--- config.mk ---
export PLATFORM = sky130hd
export DESIGN_NAME = sopc_run_ctrl
export DESIGN_NICKNAME = d
export VERILOG_FILES = /design/src/rtl/sopc_run_ctrl_pkg.sv /design/src/rtl/sopc_run_ctrl_stall_detect.sv /design/src/rtl/sopc_run_ctrl.sv
export SDC_FILE = /design/constraint.sdc
export NUM_CORES = 1
export LEC_CHECK = 0
export CAP_MARGIN = 20
export CELL_PAD_IN_SITES_DETAIL_PLACEMENT = 1
export CELL_PAD_IN_SITES_GLOBAL_PLACEMENT = 1
export CORE_MARGIN = 4
export CORE_UTILIZATION = 40
export DETAILED_ROUTE_END_ITERATION = 16
export PLACE_DENSITY = 0.78
export SETUP_SLACK_MARGIN = 0.5
export SYNTH_ARGS = -nofsm -noshare
export SYNTH_HDL_FRONTEND = slang
export SYNTH_HIERARCHICAL = 1
export SYNTH_SLANG_ARGS = --single-unit
export TNS_END_PERCENT = 30
--- constraint.sdc ---
create_clock -name clk -period 8.2 [get_ports clk]
set_clock_uncertainty 0.2 [all_clocks]
set_input_delay 1.64 -clock clk [delete_from_list [all_inputs] [get_ports clk]]
set_output_delay 1.64 -clock clk [all_outputs]
set_load 0.01 [all_outputs]
--- src/rtl/sopc_run_ctrl_pkg.sv ---
// Shared encodings for the SoPC run controller: FSM states, run status codes
// and the cycle-counter saturation value.
package sopc_run_ctrl_pkg;

  typedef enum logic [1:0] {
    ST_IDLE = 2'b00,
    ST_HOLD = 2'b01,
    ST_RUN  = 2'b10,
    ST_DONE = 2'b11
  } run_state_e;

  typedef enum logic [1:0] {
    STAT_NONE    = 2'b00,
    STAT_PASS    = 2'b01,
    STAT_TIMEOUT = 2'b10,
    STAT_STALL   = 2'b11
  } run_status_e;

  localparam logic [31:0] CYCLE_CNT_SAT = 32'hFFFF_FFFF;

endpackage

--- src/rtl/sopc_run_ctrl_stall_detect.sv ---
// PC-repeat detector: remembers the last valid PC and counts consecutive
// valid repeats of it, flagging a stall once the repeat count tops out.
module run_stall_detect #(
  parameter int PC_WIDTH    = 32,
  parameter int STALL_LIMIT = 8
) (
  input  logic                clk,
  input  logic                rst_n,
  input  logic                clear_i,
  input  logic                en_i,
  input  logic [PC_WIDTH-1:0] pc_i,
  input  logic                pc_valid_i,
  output logic                stall_o
);

  localparam int             CNT_W   = $clog2(STALL_LIMIT + 1);
  localparam logic [CNT_W-1:0] CNT_TOP = CNT_W'(STALL_LIMIT - 1);

  logic [PC_WIDTH-1:0] last_pc_q, last_pc_d;
  logic                last_vld_q, last_vld_d;
  logic [CNT_W-1:0]    cnt_q, cnt_d;

  always_ff @(posedge clk or negedge rst_n) begin
    if (!rst_n) begin
      last_pc_q  <= '0;
      last_vld_q <= 1'b0;
      cnt_q      <= '0;
    end else begin
      last_pc_q  <= last_pc_d;
      last_vld_q <= last_vld_d;
      cnt_q      <= cnt_d;
    end
  end

  // The first valid PC only primes the register; invalid cycles leave everything alone.
  always_comb begin
    last_pc_d  = last_pc_q;
    last_vld_d = last_vld_q;
    cnt_d      = cnt_q;
    if (clear_i) begin
      last_pc_d  = '0;
      last_vld_d = 1'b0;
      cnt_d      = '0;
    end else if (en_i && pc_valid_i) begin
      if (last_vld_q && (pc_i == last_pc_q)) begin
        if (cnt_q != CNT_TOP) begin
          cnt_d = cnt_q + 1'b1;
        end
      end else begin
        last_pc_d  = pc_i;
        last_vld_d = 1'b1;
        cnt_d      = '0;
      end
    end
  end

  assign stall_o = last_vld_q && (cnt_q == CNT_TOP);

endmodule

--- src/rtl/sopc_run_ctrl.sv ---
// Run controller for a soft core: holds the core in reset after start, then
// watches its fetch PC for a halt address, a stuck PC or a cycle-budget timeout.
module sopc_run_ctrl
  import sopc_run_ctrl_pkg::*;
#(
  parameter int                   RST_HOLD_CYCLES = 10,
  parameter int                   RUN_CYCLES_MAX  = 205,
  parameter int                   PC_WIDTH        = 32,
  parameter int                   STALL_LIMIT     = 8,
  parameter logic [PC_WIDTH-1:0]  HALT_ADDR       = PC_WIDTH'(32'h0000_0100)
) (
  input  logic                clk,
  input  logic                rst,
  input  logic                start,
  input  logic [PC_WIDTH-1:0] pc_i,
  input  logic                pc_valid_i,
  output logic                soc_rst_o,
  output logic                running_o,
  output logic                done_o,
  output logic [1:0]          status_o,
  output logic [31:0]         cycle_cnt_o
);

  // A zero hold time still spends one cycle in HOLD.
  localparam logic [31:0] HOLD_LAST = (RST_HOLD_CYCLES <= 1) ? 32'd0
                                                             : 32'(RST_HOLD_CYCLES - 1);
  localparam logic [31:0] RUN_MAX   = 32'(RUN_CYCLES_MAX);

  run_state_e  state_q, state_d;
  run_status_e status_q, status_d;
  logic [31:0] hold_cnt_q, hold_cnt_d;
  logic [31:0] cycle_cnt_q, cycle_cnt_d;
  logic        soc_rst_q, soc_rst_d;

  logic start_ok;
  logic in_run;
  logic pass_hit;
  logic stall_hit;
  logic timeout_hit;

  assign start_ok    = start && ((state_q == ST_IDLE) || (state_q == ST_DONE));
  assign in_run      = (state_q == ST_RUN);
  assign pass_hit    = pc_valid_i && (pc_i == HALT_ADDR);
  assign timeout_hit = (cycle_cnt_q >= RUN_MAX);

  run_stall_detect #(
    .PC_WIDTH    (PC_WIDTH),
    .STALL_LIMIT (STALL_LIMIT)
  ) u_stall (
    .clk        (clk),
    .rst_n      (rst),
    .clear_i    (start_ok),
    .en_i       (in_run),
    .pc_i       (pc_i),
    .pc_valid_i (pc_valid_i),
    .stall_o    (stall_hit)
  );

  always_ff @(posedge clk or negedge rst) begin
    if (!rst) begin
      state_q     <= ST_IDLE;
      status_q    <= STAT_NONE;
      hold_cnt_q  <= '0;
      cycle_cnt_q <= '0;
      soc_rst_q   <= 1'b1;
    end else begin
      state_q     <= state_d;
      status_q    <= status_d;
      hold_cnt_q  <= hold_cnt_d;
      cycle_cnt_q <= cycle_cnt_d;
      soc_rst_q   <= soc_rst_d;
    end
  end

  always_comb begin
    state_d = state_q;
    unique case (state_q)
      ST_IDLE, ST_DONE: if (start) state_d = ST_HOLD;
      ST_HOLD:          if (hold_cnt_q == HOLD_LAST) state_d = ST_RUN;
      ST_RUN:           if (pass_hit || stall_hit || timeout_hit) state_d = ST_DONE;
      default:          state_d = ST_IDLE;
    endcase
  end

  // Status and count are written only on start or during RUN, so DONE freezes them.
  always_comb begin
    status_d    = status_q;
    hold_cnt_d  = hold_cnt_q;
    cycle_cnt_d = cycle_cnt_q;
    if (start_ok) begin
      status_d    = STAT_NONE;
      hold_cnt_d  = '0;
      cycle_cnt_d = '0;
    end else if (state_q == ST_HOLD) begin
      if (hold_cnt_q != HOLD_LAST) hold_cnt_d = hold_cnt_q + 32'd1;
    end else if (in_run) begin
      if (pass_hit) begin
        status_d = STAT_PASS;
      end else if (stall_hit) begin
        status_d = STAT_STALL;
      end else if (timeout_hit) begin
        status_d = STAT_TIMEOUT;
      end else if (cycle_cnt_q != CYCLE_CNT_SAT) begin
        cycle_cnt_d = cycle_cnt_q + 32'd1;
      end
    end
    soc_rst_d = (state_d != ST_RUN);
  end

  always_comb begin
    running_o   = (state_q == ST_RUN);
    done_o      = (state_q == ST_DONE);
    soc_rst_o   = soc_rst_q;
    status_o    = status_q;
    cycle_cnt_o = cycle_cnt_q;
  end

endmodule

# Word-level counts from Yosys, hierarchy flattened
# Index checks and enable logic that the tools add are counted.
dict set report classes {
  n_reduce_logical 21
  eq_ne 17
  add_sub_neg 3
  magnitude_cmp 1
  muxes 30
}
# op count
set op_table {}
lappend op_table {{2-to-1 mux 32 bit} 13}
lappend op_table {{adder 32 x 1 -> 32 bit (second input constant)} 2}
lappend op_table {{equality test 32 bit} 1}
lappend op_table {{equality test 32 x 4 -> 1 bit (second input constant)} 1}
lappend op_table {{equality test 32 x 9 -> 1 bit (second input constant)} 1}
lappend op_table {{greater-or-equal comparator 32 x 8 -> 1 bit (second input constant)} 1}
lappend op_table {{inequality test 32 bit (second input constant)} 1}
lappend op_table {{inequality test 32 x 4 -> 1 bit (second input constant)} 1}
lappend op_table {{2-to-1 mux 2 bit} 9}
lappend op_table {{2-to-1 mux 4 bit} 4}
lappend op_table {{inequality test 2 bit (second input constant)} 6}
lappend op_table {{nonzero test 2 bit} 5}
lappend op_table {{one-hot mux 2 bit (3 select lines)} 1}
lappend op_table {{AND reduction 2 bit} 3}
lappend op_table {{AND reduction 6 bit} 1}
lappend op_table {{logical AND 1 bit} 5}
lappend op_table {{adder 4 x 1 -> 4 bit (second input constant)} 1}
lappend op_table {{equality test 2 bit (second input constant)} 2}
lappend op_table {{equality test 4 x 3 -> 1 bit (second input constant)} 1}
lappend op_table {{inequality test 4 x 3 -> 1 bit (second input constant)} 1}
lappend op_table {{nonzero test 4 bit} 1}
lappend op_table {{logical OR 1 bit} 3}
lappend op_table {{2-to-1 mux 1 bit} 3}
lappend op_table {{inequality test 3 bit (second input constant)} 1}
lappend op_table {{other kinds (4)} 4}
dict set report word_totals {
  out_inout_bits 37
  word_cells 80
  regBits 106
}

# Depth between registers and ports, before layout
dict set report logic_depth {
  ltp_word 8
  ltp_mapped 11
}

# Modules after synthesis
# Netlist, hierarchy kept.
# mod n_inst seq_area_each_um2 area_per_inst_um2 cells_per_inst
set by_module_without_submodules {}
lappend by_module_without_submodules {sopc_run_ctrl 1 1727.9 3484.6 354}
lappend by_module_without_submodules {run_stall_detect 1 925.9 2204.6 186}

# Least setup slack after synthesis
# No wires, ideal clock.
dict set report synth_timing {
  kind {input -> register}
  startpoint {input port start}
  endpoint {register u_stall.last_pc_q[10]}
  setup_ns 0.125
  t_arrival_ns 3.783
  n_path_buf 3
  stages 9
  path_slack_ns 4.092
  path_cell_list {nand2_1 -> inv_1 -> clkbuf_1 -> buf_1 -> a2111o_1 -> nor4_4 -> a31oi_2 -> buf_6 -> mux2_4}
}
dict set report synth_between {
  elab_chain_len 3
  word_cells_on_any_way 5
  classes_between {eq/ne: 1; mux: 1; reduce/logical: 3}
}
# element line_no
set synth_lines {}
lappend synth_lines {{start: declaration} sopc_run_ctrl.sv:14} ;# input logic start,
lappend synth_lines {{logical AND 1 bit (*)} sopc_run_ctrl.sv:41} ;# assign start_ok = start && ((state_q == ST_IDLE) || (state_q == ST_DONE));
lappend synth_lines {{via start_ok} sopc_run_ctrl.sv:35} ;# logic start_ok;
lappend synth_lines {{inequality test 2 bit (no line) or nonzero test 2 bit (tied branches)} n/a}
lappend synth_lines {{AND reduction 2 bit (no line)} n/a}
lappend synth_lines {{end signal: assignment} sopc_run_ctrl_stall_detect.sv:29} ;# last_pc_q <= last_pc_d;
lappend synth_lines {{end: declaration} sopc_run_ctrl_stall_detect.sv:19} ;# logic [PC_WIDTH-1:0] last_pc_q, last_pc_d;
# Mark *: on every way through the listed nets, which the timed path passes. The rest lies on a longest branch.
# A chain may end at the register's enable or synchronous reset.

# Worst setup path in the final report
dict set report layout_timing {
  startpoint {input port start}
  endpoint {register u_stall.last_pc_q[4]}
}
dict set report layout_between {
  elab_chain_len 3
  word_cells_on_any_way 5
  classes_between {eq/ne: 1; mux: 1; reduce/logical: 3}
}
# element line_no
set layout_lines {}
lappend layout_lines {{logical AND 1 bit (*)} sopc_run_ctrl.sv:41}
lappend layout_lines {{inequality test 2 bit (no line) or nonzero test 2 bit (tied branches)} n/a}
lappend layout_lines {{AND reduction 2 bit (no line)} n/a}
# Mark *: on every way between the ends. The rest lies on a longest branch, timed or not.

==> impl_metrics.csv <==
group,metric,value,unit
status,status,"completed",
floorplanning,row_count,43,
yosys,avgSynthCellArea,10.5,um2
grt,use_met1,0.235,
sta,fin_crit_sh,0.551,
power_and_ir_drop,p_comb_frac,0.316,
yosys,yosys_warnings,6,
floorplanning,die-area,16200,um2
yosys,synth_edf_count,0,
floorplanning,core_area,13900,um2
worst_setup_path,r2r_end,"u_stall/last_pc_q[4]",
power_and_ir_drop,pwr-share-clk,0.263,
power_and_ir_drop,power_density,245,nW/um2
floorplanning,ios,73,
floorplanning,dieWidth,127,um
grt,grt_max_degree,75,
yosys,ys_seq_area_frac,0.466,
sta,period_minus_slack,4520,ps
worst_setup_path,cp-end-kind,"register",
worst_setup_path,worstSetupStartpointType,"input port",
worst_setup_path,cp_max_fo,74,
sta,slew_headroom,0.390,
cts,post_cts_resized,0,
grt,first_global_vias,4887,
final_layout,area_delta_synth_final,20.8,%
grt,gr-total-overflow,0,
worst_setup_path,r2r_setup_slack,4570,ps
yosys,ys_dominant_reg_cell,"dfrtp_1",
power_and_ir_drop,switching_power,549,uW
power_and_ir_drop,seqPwrFrac,0.421,
cts,cts.sinks,106,
grt,antenna_found_initial,0,
detailed_routing,viasPerCell,5.63,
worst_setup_path,path_class,"input port to register",
cts,cts-buffers-inserted,9,
cts,clock_path_buffers,2,
power_and_ir_drop,finalPower,1680,uW
flow_run,maxCapViolCount,0,
detailed_routing,drtIter0Drc,224,
cts,clock_latency,360,ps
yosys,synthCells,540,
sta,rsz0062_at_grt,"false",
detailed_routing,routed_wirelength,14700,um
detailed_routing,firstDrtPassIters,4,
detailed_routing,wire_per_inst,18.6,um
sta,max_freq,0.221,GHz
sta,worstMarginPinSlew,906,ps
floorplanning,die_h,127,um
power_and_ir_drop,ir_worst_vdd,0.000132,V
grt,busiest_layer,"met2",
power_and_ir_drop,leakage,0.00287,uW
detailed_routing,ant_nets,0,
cts,root_buffer,"clkbuf_16",
cts,hold_buffers,0,
yosys,ys_seq_elements,106,
yosys,ys_types,54,
cts,path_clk_slew,70,ps
sta,worst_slack,3680,ps
grt,grt_pass1_wl,24600,um
power_and_ir_drop,sw_frac_of_total,0.326,
final_layout,antennaDiodeCount,0,
cts,post-cts-setup-buffer-count,0,
detailed_routing,vias,4450,
detailed_routing,drc,0,
worst_setup_path,ff2ff_path_depth,9,
power_and_ir_drop,power.internal,1130,uW
cts,cts_tree,"done",
cts,h-tree-depth,3,
worst_setup_path,required,8250,ps
hold_path,whs_path_depth,2,
final_layout,drive_above_1_share,0.0949,
sta,drv_slew,0,
yosys,syn_area,5690,um2
grt,grt_use_met2,0.327,
final_layout,final_common_cell,"dfrtp_1",
yosys,synth_nets,585,
hold_path,hold_path_class,"register to register",
placed_design,port_buffers,72,
yosys,synthArstFlopShare,1.00,
grt,met3_usage,0.0355,
worst_setup_path,r2r-start,"state_q[0]",
grt,grt_usage,0.189,
hold_path,hp-start,"u_stall/last_vld_q",
hold_path,min_to,"u_stall/last_vld_q",
placed_design,dpl.hpwl,10400,um
sta,tns,0,ps
sta,setup_viol,0,
placed_design,gp_congestion,0.768,
placed_design,place_ws,3360,ps
final_layout,final_net_count,652,
floorplanning,initial_core_util,0.410,
final_layout,final_cell_mix,"dfrtp_1, clkdlybuf4s50_1, xnor2_1",
worst_setup_path,cp.arrival,4570,ps
sta,finalHoldViolCount,0,
-- worst max-delay path by stage --
stage / from / to / slack (ps) / cells past startpoint
2_1_floorplan: start / u_stall/last_pc_q[10] / 4090 / 9
3_3_place_gp: start / u_stall/last_pc_q[3] / 3480 / 8
3_5_place_dp: start / u_stall/last_pc_q[3] / 3360 / 8
4_1_cts: start / u_stall/last_pc_q[3] / 3730 / 8
5_1_grt: start / u_stall/last_pc_q[4] / 3510 / 8
6_report: start / u_stall/last_pc_q[4] / 3680 / 8
-- sequential cells by signal, indices dropped and copies added, names as in the netlist --
name	flops
soc_rst_o	1
state_q	2
status_o	2
u_stall/last_vld_q	1
hold_cnt_q	32
u_stall/last_pc_q	32
cycle_cnt_o	32
u_stall/cnt_q	4
-- per-layer routing --
layer	vias up	share of wire
met2	64	0.51
met1	2304	0.44
met3	22	0.028
met4	0	0.018
li1	2060	-
met5	-	0
-- final cells by class --
class | count | area, um2
inverters | 19 | 71.3
flip-flops and latches | 106 | 2650
well taps | 180 | 225
clock buffers | 10 | 239
repair buffers | 76 | 753
clock inverters | 5 | 55.1
multi-input cells | 395 | 2870
fillers | 1551 | 7010
-- stage by stage --
| stage | cell area, um2 | cells | util | hold WS (ps) |
|---|---|---|---|---|
| final | 6870 | 791 | 0.495 | 309 |
| after detailed placement | 6570 | 775 | 0.473 | 295 |
| after global routing | 6870 | 791 | 0.495 | 340 |
| after CTS | 6860 | 790 | 0.494 | 317 |
| after global placement | 6570 | 775 | 0.473 | 278 |
| after floorplan | 5690 | 540 | - | 262 |
-- cell families after synthesis --
| group | count (synthesis) | synth area share |
|---|---|---|
| flops | 106 | 0.466 |
| fa+ha+maj | 9 | 0.0198 |
| buf+inv | 39 | 0.0299 |
| xor+xnor | 54 | 0.0831 |
| mux | 32 | 0.0823 |
| compound gates | 61 | 0.0765 |
| simple gates | 239 | 0.242 |
-- cells in the mapped netlist (3+ instances only) --
library cell	number	area share
ha_1	9	0.020
a2111o_1	4	0.0079
dfrtp_1	105	0.46
a32oi_1	4	0.0062
nand4_1	19	0.021
nand2_1	23	0.015
or3_1	7	0.0077
and3_1	5	0.0055
o211ai_1	5	0.0066
nand3_1	16	0.014
buf_6	3	0.0059
and4_1	6	0.0092
xnor2_1	50	0.077
a21oi_1	12	0.011
a21o_1	3	0.0040
xor2_1	4	0.0062
nand2b_1	3	0.0033
nor3_1	13	0.011
inv_1	19	0.013
and2_1	29	0.032
o21ai_0	13	0.011
clkbuf_1	14	0.0092
nor2_1	36	0.024
nor2b_1	35	0.038
mux2_4	29	0.077
o31ai_1	3	0.0040
nor4_1	36	0.040
nand3b_1	3	0.0040
-- worst max-delay path, stage by stage --
cell	delay, ps
clkdlybuf4s50_1	500
nand2_1	230
inv_2	120
buf_4	630
a21oi_1	260
a31oi_4	220
buf_4	540
mux2_1	390
-- power by group through the flow --
stage	Clock (uW)	Sequential, uW	Combinational [uW]
2_1_floorplan	0	691	410
3_3_place_gp	0	707	508
3_5_place_dp	0	711	536
4_1_cts	455	706	537
5_1_grt	478	718	586
6_report	443	708	531
(Power assumes the default switching activity.)
